<file path="src/rtl/debounce_pkg.sv">
// Shared constants and width helper for the debounce_array button conditioner.
package debounce_pkg;
  localparam int DEB_MAX_CH           = 32;
  localparam int DEB_DEF_TICK_DIV     = 100000;
  localparam int DEB_DEF_STABLE_TICKS = 10;

  // Counter width able to hold values 0..n-1; never returns less than 1.
  function automatic int deb_width(input int n);
    return (n <= 2) ? 1 : $clog2(n);
  endfunction
endpackage

</file>
<file path="src/rtl/debounce_channel.sv">
// One button channel: synchroniser, tick-qualified stability counter, level and edge pulses.
// Optional auto-repeat on held press when DEBOUNCE_REPEAT_EN is defined.
module debounce_channel
  import debounce_pkg::*;
#(
  parameter int SYNC_STAGES    = 2,
  parameter int STABLE_TICKS   = DEB_DEF_STABLE_TICKS,
`ifdef DEBOUNCE_REPEAT_EN
  parameter int REPEAT_DELAY   = 50,
  parameter int REPEAT_PERIOD  = 10,
`endif
  parameter bit ACTIVE_LOW_BIT = 1'b0
) (
  input  logic clk_in,
  input  logic reset,
  input  logic tick,
  input  logic raw,
  output logic level_o,
  output logic press_o,
  output logic release_o
);
  localparam int CNT_W = deb_width(STABLE_TICKS + 1);

  logic [SYNC_STAGES-1:0] sync_q, sync_d;
  logic [CNT_W-1:0]       cnt_q, cnt_d;
  logic                   level_q, level_d;
  logic                   press_q, press_d;
  logic                   release_q, release_d;
  logic                   s;

`ifdef DEBOUNCE_REPEAT_EN
  localparam int REP_W = deb_width(REPEAT_DELAY + REPEAT_PERIOD + 1);
  logic [REP_W-1:0] rep_q, rep_d, rep_nxt;
`endif

  always_comb begin
    sync_d    = {sync_q[SYNC_STAGES-2:0], raw};
    s         = sync_q[SYNC_STAGES-1] ^ ACTIVE_LOW_BIT;
    cnt_d     = cnt_q;
    level_d   = level_q;
    press_d   = 1'b0;
    release_d = 1'b0;
    if (tick) begin
      if (s == level_q) begin
        cnt_d = '0;
      end else if (cnt_q == CNT_W'(STABLE_TICKS - 1)) begin
        level_d   = s;
        cnt_d     = '0;
        press_d   = s;
        release_d = ~s;
      end else begin
        cnt_d = cnt_q + 1'b1;
      end
    end
`ifdef DEBOUNCE_REPEAT_EN
    // Counter folds back to REPEAT_DELAY so it stays bounded while the button is held.
    rep_d   = rep_q;
    rep_nxt = rep_q + 1'b1;
    if (!level_d) begin
      rep_d = '0;
    end else if (tick && level_q) begin
      if (rep_nxt == REP_W'(REPEAT_DELAY + REPEAT_PERIOD))
        rep_nxt = REP_W'(REPEAT_DELAY);
      rep_d = rep_nxt;
      if (rep_nxt == REP_W'(REPEAT_DELAY))
        press_d = 1'b1;
    end
`endif
  end

  always_ff @(posedge clk_in) begin
    if (reset) begin
      sync_q    <= '0;
      cnt_q     <= '0;
      level_q   <= 1'b0;
      press_q   <= 1'b0;
      release_q <= 1'b0;
`ifdef DEBOUNCE_REPEAT_EN
      rep_q     <= '0;
`endif
    end else begin
      sync_q    <= sync_d;
      cnt_q     <= cnt_d;
      level_q   <= level_d;
      press_q   <= press_d;
      release_q <= release_d;
`ifdef DEBOUNCE_REPEAT_EN
      rep_q     <= rep_d;
`endif
    end
  end

  assign level_o   = level_q;
  assign press_o   = press_q;
  assign release_o = release_q;
endmodule

</file>
<file path="src/rtl/debounce_array.sv">
// N-channel button conditioner with a shared sample-tick prescaler.
// Define DEBOUNCE_REPEAT_EN to add auto-repeat press pulses while a button is held.
module debounce_array
  import debounce_pkg::*;
#(
  parameter int                NUM_CH        = 4,
  parameter int                SYNC_STAGES   = 2,
  parameter int                TICK_DIV      = DEB_DEF_TICK_DIV,
  parameter int                STABLE_TICKS  = DEB_DEF_STABLE_TICKS,
  parameter logic [NUM_CH-1:0] ACTIVE_LOW    = '0,
  parameter int                REPEAT_DELAY  = 50,
  parameter int                REPEAT_PERIOD = 10
) (
  input  logic              clk_in,
  input  logic              reset,
  input  logic [NUM_CH-1:0] button_in_raw,
  output logic [NUM_CH-1:0] button_level,
  output logic [NUM_CH-1:0] button_press,
  output logic [NUM_CH-1:0] button_release,
  output logic              sample_tick
);
  localparam int PW = deb_width(TICK_DIV);

  logic [PW-1:0] presc_q, presc_d;
  logic          tick_q, tick_d;

  // Tick is registered so it is cleanly low throughout reset.
  always_comb begin
    presc_d = (presc_q == PW'(TICK_DIV - 1)) ? '0 : presc_q + 1'b1;
    tick_d  = (presc_d == PW'(TICK_DIV - 1));
  end

  always_ff @(posedge clk_in) begin
    if (reset) begin
      presc_q <= '0;
      tick_q  <= 1'b0;
    end else begin
      presc_q <= presc_d;
      tick_q  <= tick_d;
    end
  end

  assign sample_tick = tick_q;

  for (genvar i = 0; i < NUM_CH; i++) begin : g_ch
    debounce_channel #(
      .SYNC_STAGES   (SYNC_STAGES),
      .STABLE_TICKS  (STABLE_TICKS),
`ifdef DEBOUNCE_REPEAT_EN
      .REPEAT_DELAY  (REPEAT_DELAY),
      .REPEAT_PERIOD (REPEAT_PERIOD),
`endif
      .ACTIVE_LOW_BIT(ACTIVE_LOW[i])
    ) u_ch (
      .clk_in   (clk_in),
      .reset    (reset),
      .tick     (tick_q),
      .raw      (button_in_raw[i]),
      .level_o  (button_level[i]),
      .press_o  (button_press[i]),
      .release_o(button_release[i])
    );
  end
endmodule

</file>
<file path="config.mk">
export PLATFORM = sky130hd
export DESIGN_NAME = debounce_array
export DESIGN_NICKNAME = d
export VERILOG_FILES = /design/src/rtl/debounce_pkg.sv /design/src/rtl/debounce_channel.sv /design/src/rtl/debounce_array.sv
export SDC_FILE = /design/constraint.sdc
export NUM_CORES = 1
export LEC_CHECK = 0
export ABC_AREA = 1
export CAP_MARGIN = 20
export CORE_AREA = 2 2 94 69
export DETAILED_ROUTE_END_ITERATION = 6
export DIE_AREA = 0 0 96 71
export PLACE_DENSITY = 0.7
export SYNTH_ARGS = -nofsm -noshare
export SYNTH_HDL_FRONTEND = slang
export SYNTH_SLANG_ARGS = --single-unit
</file>
<file path="constraint.sdc">
create_clock -name clk_in -period 3.1 [get_ports clk_in]
set_clock_uncertainty 0.2 [all_clocks]
set_input_delay 0.93 -clock clk_in [delete_from_list [all_inputs] [get_ports clk_in]]
set_output_delay 0.93 -clock clk_in [all_outputs]
set_load 0.01 [all_outputs]
</file>
# Yosys cells after proc, flatten, opt, wreduce, memory -nomap -nowiden
# Cells that the tools add are included.
# classes
n_mux	9
add_sub_neg	5
reduce_logical	8
n_bitwise	13
n_eq_ne	10
# op_table
cell	n
equality test 17 bit (second input constant)	2
two-way mux 4 bit	8
adder 17 x 1 -> 17 bit (second input constant)	1
two-way mux 17 bit	1
adder 4 x 1 -> 4 bit (second input constant)	4
equality test 4 bit (second input constant)	4
OR reduction 4 bit	4
NOT 1 bit	13
AND reduction 3 bit	4
equality test 1 bit	4
# word_totals
inputBits	6
elab_cells	67
reg_bits	54

# Longest topological paths before layout
# Gate-level depths: netlist of the first run.
# logic_depth
ltp_word	3
ltp_mapped	12

# Hierarchy
# A second synthesis of the first run with hierarchy kept.
# unflattened
hier_cells	381
area_unflattened_um2	2710.1
# modules_own_cells
module	n_inst	seq_area_each_um2	area_per_inst_um2	cells_each
debounce_channel	4	180.2	415.4	52
debounce_array	1	360.3	1048.5	173

# Least setup slack after synthesis of the first run
# OpenSTA, ideal clock, no wires.
# synth_path
path_type	input to register
start	in reset
end	reg g_ch[0].u_ch.level_q
path_slack_ps	1232
arrival_ps	1552
n_path_buf	2
t_required_ps	2784
path_stages	6
cell_sequence	buf_6 inv_1 buf_2 nand3_1 nor2_1 a31o_2
# synth_lines
element	line	source
start, declared	debounce_array.sv:15	input logic reset,
end signal, assigned	debounce_channel.sv:84	level_q <= level_d;
end, declared	debounce_channel.sv:26	logic level_q, level_d;

# Final worst setup path of the first run
# layout_path
start	reg g_ch[3].u_ch.level_q
end	out button_level[3]
# layout_lines
element	line	source
start, declared	debounce_channel.sv:26	
start signal, assigned	debounce_channel.sv:84	
end, declared	debounce_array.sv:17	output logic [NUM_CH-1:0] button_level,
# No word-level cell between the ends.

==> results of run 1 <==
-- state kept, by name (all words and copies together), names as in the netlist --
signal	count
g_ch.u_ch.cnt_q	16
sample_tick	1
g_ch.u_ch.sync_q	8
g_ch.u_ch.level_o	4
g_ch.u_ch.release_o	4
presc_q	17
g_ch.u_ch.press_o	4
-- cells by family (layout without fill, tap and decap cells) --
logic type / count (synthesis) / in the layout / share of synthesized area, %
adder cells (fa/ha/maj): 9 / 9 / 4.41
buffers and inverters: 62 / 71 / 11.3
XOR/XNOR: 13 / 13 / 4.45
AO/OA/AOI/OAI: 29 / 29 / 7.34
AND/OR/NAND/NOR: 177 / 177 / 30.2
flip-flops: 54 / 54 / 42.3
-- layout make-up --
type | instances | area, um2 | share of cell area, %
clock buffer | 6 | 82.6 | 2.93
sequential | 54 | 1080 | 38.3
tap | 78 | 97.6 | 3.46
multi-input combinational | 228 | 1190 | 42.1
inverter | 43 | 161 | 5.72
clock inverter | 2 | 16.3 | 0.577
timing repair buffer | 20 | 195 | 6.92
-- how the worst max path moves through the flow --
stage,from,end,slack (ns)
floorplan,reset,g_ch[0].u_ch.level_o$_SDFFE_PP0P_,1.23
global placement,reset,g_ch[3].u_ch.level_o$_SDFFE_PP0P_,0.63
detailed placement,reset,g_ch[0].u_ch.level_o$_SDFFE_PP0P_,0.55
CTS,g_ch[0].u_ch.level_o$_SDFFE_PP0P_,button_level[0],0.70
global route,g_ch[0].u_ch.level_o$_SDFFE_PP0P_,button_level[0],0.65
finish,g_ch[3].u_ch.level_o$_SDFFE_PP0P_,button_level[3],0.71
-- Yosys cell counts (3+ instances only) --
cell      instances
nor2_1           66
nand2_1          59
dfxtp_1          54
inv_1            41
nand3_1          24
buf_4            12
a21oi_1          11
ha_1              9
xnor2_1           7
nand2_2           6
xor2_1            6
nand4_1           5
nor3_1            5
a211oi_1          4
a31o_2            4
nor2_2            4
buf_2             3
clkbuf_1          3
nor4_1            3
o21a_1            3
-- layer usage --
metal	vias to the layer above	wire [um]	global-route usage, %
met4	0	46	4.29
met2	34	1860	21.7
li1	1081	-	-
met3	4	224	3.19
met1	909	2520	23.2
met5	-	0	0
-- per-stage QoR --
step	power [W]	std cells	hold WS, ns
finish	0.00116	431	0.209
CTS	0.00118	431	0.214
global route	0.00121	431	0.247
floorplan	0.000746	344	0.188
global placement	0.000758	423	0.192
detailed placement	0.000758	423	0.199
-- power breakdown --
part	leakage (nW)	switching, W	internal (W)
clock network	0.0478	0.000235	0.000184
logic	0.656	0.0000203	0.0000139
registers	0.437	0.00000602	0.000701
total	1.14	0.000261	0.000899
==> run metrics, run 1 <==
synthesized flop and latch total 54; post-synthesis cell area 2560 um2; hold buffer count at cts 0; clock input transition at the sequential cells of the worst setup and hold paths 0.10 ns; leading area contributor after synthesis dfxtp_1; antenna-violating nets left 0; syn nets 359; fmax 0.418 GHz; worst path cell trace clkdlybuf4s50_1; critical path's largest stage delay 0.56 ns; crit start category flop; number of max-cap violations 0; EDFF count, synth 0; Critical Path End Type output port; worst slack, placed 0.549 ns; Critical Path AT 1.26 ns; Max-Slew Margin vs Limit 75.2%; final worst slack 0.707 ns; Worst path top cell family by delay buffers and inverters; gpl congestion 0.849; clk buf depth 2; Hold Crit Class flop to flop; Bufs and invs on worst path 1; layout cells sized above 1 8.78%; Final period util 77.2%; R2R Setup Slk 1.23 ns; IR drop worst, VDD 176 uV; RSZ-0062 raised after global routing false; CTS resizes 0; worst r2r src presc_q[0]$_SDFF_PP0_; CP Depth 1; Buffers on Ports 18; DIE AREA 6820 um2; hold path cells 2; vias in the first global route 1816; reg2reg path depth 11; Crit-path slowest cell clkdlybuf4s50_1; r2r endpoint sample_tick$_SDFF_PP0_; mean post-synth cell area 7.43 um2; Hold Vio Cnt, Final 0; drt wl/cell 10.8 um; Hold Path End g_ch[2].u_ch.sync_q[1]$_SDFF_PP0_; Core Box Area 5980 um2; first-pass GRT wire length 8280 um; DP Area 2720 um2; Cell variety after synth 31; Initial Utilization 42.8%; Skew-Pair Late Insertion Delay 0.31 ns; commonest non-fill, non-tap cell in the layout nor2_1; Starting DRT DRC Count 108; ys async rst share 0%; drt total wl 4650 um; CP Class flop to output port; fin nets 367; minimum clock period 2.39 ns; post-route cell area 2820 um2; total track usage 15.3%; Pwr per Cell Area 412 nW/um2; antenna violations before repair 0; CTS tree built; Seq/Total Area, Yosys 42.3%; top-level I/O count 19; number of H-tree levels 2; largest net degree at the start of global routing 30; top post-synthesis cells by area dfxtp_1 42%, nor2_1 9.7%, nand2_1 8.7%; via count 2028; Worst Max-Slew Pin Slew 0.369 ns; Fill cells 582; Pleak 1.14 nW; Top FF cell, synth dfxtp_1; setup violators final 0; drt via density 4.71; Yosys warning total 0; CTS root buffer clkbuf_8; GRT overflow 0; final core occ 47.2%; Syn Inst Count 344; crit-path max FO 3; Worst EP required 1.97 ns; ANT cells 0; HPWL Detailed 3500 um; Die Span X 96 um; cts bufs inserted 5; most frequent cells in the layout 66 x nor2_1, 59 x nand2_1, 54 x dfxtp_1; share of the synthesized area in the top cell type 42.3%; FP Rows 24; Die Y-Extent 71 um; status finished clean; clock sinks 54; DRC violation count after routing 0; HP Start g_ch[2].u_ch.sync_q[0]$_SDFF_PP0_; Pre-antenna DRT Iters 5; final setup TNS 0 ns; setup bufs post-CTS 0; Area Overhead vs Synth 10.3%; Slew Limit Fails 0
Note: power is estimated with default switching activity, not from simulation.
==> inputs of run 2 (changes only) <==
Clock period 3.1 ns to 2.35 ns, I/O delays scaled along.
==> run 2 against run 1 <==
Sequential share of layout area down 0.50 points. Clock power up 53%. Cell count up 0.23%. Hold slack worse by 0.0029 ns. Largest power group unchanged. Core utilization up 0.63 points. Power up 40%. Worst setup slack worse by 0.52 ns. Sequential power up 32%. Combinational power up 46%. First-iteration DRC count up 2.8%. Clock-buffer cell count down 1.
==> run metrics, run 2 (same netlist as run 1, synthesis figures left out) <==
r2r endpoint sample_tick$_SDFF_PP0_; Multi-input gate area 1190 um2 (unchanged); crit start category flop; DRC violation count after routing 0 (unchanged); post-route cell area 2860 um2 (+1.3%); HP Start g_ch[2].u_ch.sync_q[0]$_SDFF_PP0_; number of H-tree levels 2 (unchanged); placed cell count 424 (+0.24%); status finished clean; Critical Path End Type output port; critical path's largest stage delay 0.56 ns (about the same); GRT overflow 0 (unchanged); reg2reg path depth 11 (unchanged); R2R Setup Slk 0.46 ns (-0.77 ns); largest net degree at the start of global routing 29 (-3.3%); top-level I/O count 19 (unchanged); clk buf depth 2 (unchanged); DP Area 2740 um2 (+0.74%); hold path cells 2 (unchanged); Max-Slew Margin vs Limit 73.7% (-1.6 points); Hold Crit Class flop to flop; antenna-violating nets left 0 (unchanged); Pint 0.00127 W (+41%); first-pass GRT wire length 8050 um (-2.8%); layout cells sized above 1 9.04% (+0.26 points); Fill cells 594 (+2.1%); clock sinks 54 (unchanged); Clock power frac 39.4% (+3.3 points); fin cells 432 (+0.23%); CTS root buffer clkbuf_8; minimum clock period 2.16 ns; Buffers on Ports 18 (unchanged); setup violators final 0 (unchanged); Reg power frac 57.5% (-3.4 points); number of max-cap violations 0 (unchanged); Crit-path slowest cell clkdlybuf4s50_1; total power 0.00162 W (+40%); hold buffer count at cts 0 (unchanged); CTS resizes 0 (unchanged); Worst path top cell family by delay buffers and inverters; Final period util 91.9%; Die Span X 96 um (unchanged); IR drop worst, VDD 330 uV (+87%); drt total wl 4760 um (+2.5%); fmax 0.463 GHz; RSZ-0062 raised after global routing false; HPWL Detailed 3500 um (about the same); crit-path max FO 3 (unchanged); Skew-Pair Late Insertion Delay 0.31 ns (about the same); Critical Path AT 1.25 ns (about the same); largest reg by FF count presc_q; most frequent cells in the layout 66 x nor2_1, 59 x nand2_1, 54 x dfxtp_1; combinational share of power 3.1% (+0.2 points); gpl congestion 0.845 (-0.45%); DIE AREA 6820 um2 (unchanged); max reg flops 17 (unchanged); Switching Share 21.8% (-0.74 points); clock input transition at the sequential cells of the worst setup and hold paths 0.10 ns (about the same); ANT cells 0 (unchanged); Pre-antenna DRT Iters 4 (-1); Storage cell area 1080 um2 (unchanged); drt via density 4.74 (+0.80%); Largest regs presc_q: 17 flops, g_ch.u_ch.cnt_q: 16 flops, g_ch.u_ch.sync_q: 8 flops; Starting DRT DRC Count 111 (+2.8%); total track usage 15.0% (-0.24 points); fin nets 368 (+0.27%); drt wl/cell 11.0 um (+2.2%); Pwr per Cell Area 568 nW/um2 (+38%); cts bufs inserted 5 (unchanged); worst path cell trace clkdlybuf4s50_1; Pleak 1.16 nW (+1.8%); CTS tree built; worst r2r src presc_q[0]$_SDFF_PP0_; antenna violations before repair 0 (unchanged); via count 2049 (+1.0%); vias in the first global route 1804 (-0.66%); Slew Limit Fails 0 (unchanged); Hold Path End g_ch[2].u_ch.sync_q[1]$_SDFF_PP0_; Initial Utilization 42.8% (unchanged); Worst EP required 1.44 ns (-0.53 ns); FP Rows 24 (unchanged); switching power 0.000353 W (+35%); Die Y-Extent 71 um (unchanged); Core Box Area 5980 um2 (unchanged); commonest non-fill, non-tap cell in the layout nor2_1; hold_ws 0.206 ns (-0.00286 ns); final setup TNS 0 ns (unchanged); Area Overhead vs Synth 11.8%; Hold Vio Cnt, Final 0 (unchanged); Bufs and invs on worst path 1 (unchanged); setup bufs post-CTS 0 (unchanged); Worst Max-Slew Pin Slew 0.392 ns (+0.0232 ns); CP Class flop to output port
run 2: changes by cell type in the layout (fill, tap and decap cells not counted):
cell	previous run	this run
buf_12	0	1
bufinv_16	0	1
clkbuf_8	6	5
clkinv_4	0	1
clkinvlp_4	1	0
run 2: how the worst max path moves through the flow:
stage | from | end | slack (ns) | depth (start not counted)
2_1_floorplan | reset | g_ch[0].u_ch.level_o$_SDFFE_PP0P_ | 0.71 | 6
3_3_place_gp | reset | g_ch[0].u_ch.level_o$_SDFFE_PP0P_ | 0.13 | 5
3_5_place_dp | reset | g_ch[3].u_ch.level_o$_SDFFE_PP0P_ | 0.10 | 5
4_1_cts | g_ch[0].u_ch.level_o$_SDFFE_PP0P_ | button_level[0] | 0.18 | 1
5_1_grt | g_ch[0].u_ch.level_o$_SDFFE_PP0P_ | button_level[0] | 0.14 | 1
6_report | g_ch[0].u_ch.level_o$_SDFFE_PP0P_ | button_level[0] | 0.19 | 1
run 2: area by class of cell:
cell class / count / share of cell area [%]
inverters: 43 / 5.65
flip-flops and latches: 54 / 37.8
multi-input cells: 228 / 41.5
repair buffers: 21 / 7.53
well taps: 78 / 3.42
clock inverters: 3 / 1.66
clock buffers: 5 / 2.41
run 2: metrics by stage:
stage               util (%)  setup WS, ns
floorplan                  -         0.707
global placement        45.9         0.131
detailed placement      45.9         0.105
CTS                     47.8         0.178
global route            47.8         0.140
finish                  47.8         0.191
run 2: power groups by stage:
stage	logic (W)	clock network, W	registers [W]
after floorplan	0.0000320	0	0.000952
after global placement	0.0000491	0	0.000954
after detailed placement	0.0000508	0	0.000955
after CTS	0.0000509	0.000659	0.000934
after global routing	0.0000569	0.000697	0.000935
final	0.0000499	0.000640	0.000933
run 2: per-layer routing:
layer / track usage [%] / vias up / share of wire [%]
li1: - / 1088 / -
met1: 22.2 / 900 / 53
met2: 21.4 / 52 / 41
met3: 3.30 / 9 / 4.6
met4: 5.24 / 0 / 1.4
met5: 0 / - / 0
==> inputs of run 3 (changes only) <==
Settings changed: SETUP_SLACK_MARGIN set to 0.02.
==> results of run 3 <==
No change in the layout: final DEF, timing and power equal those of run 2.
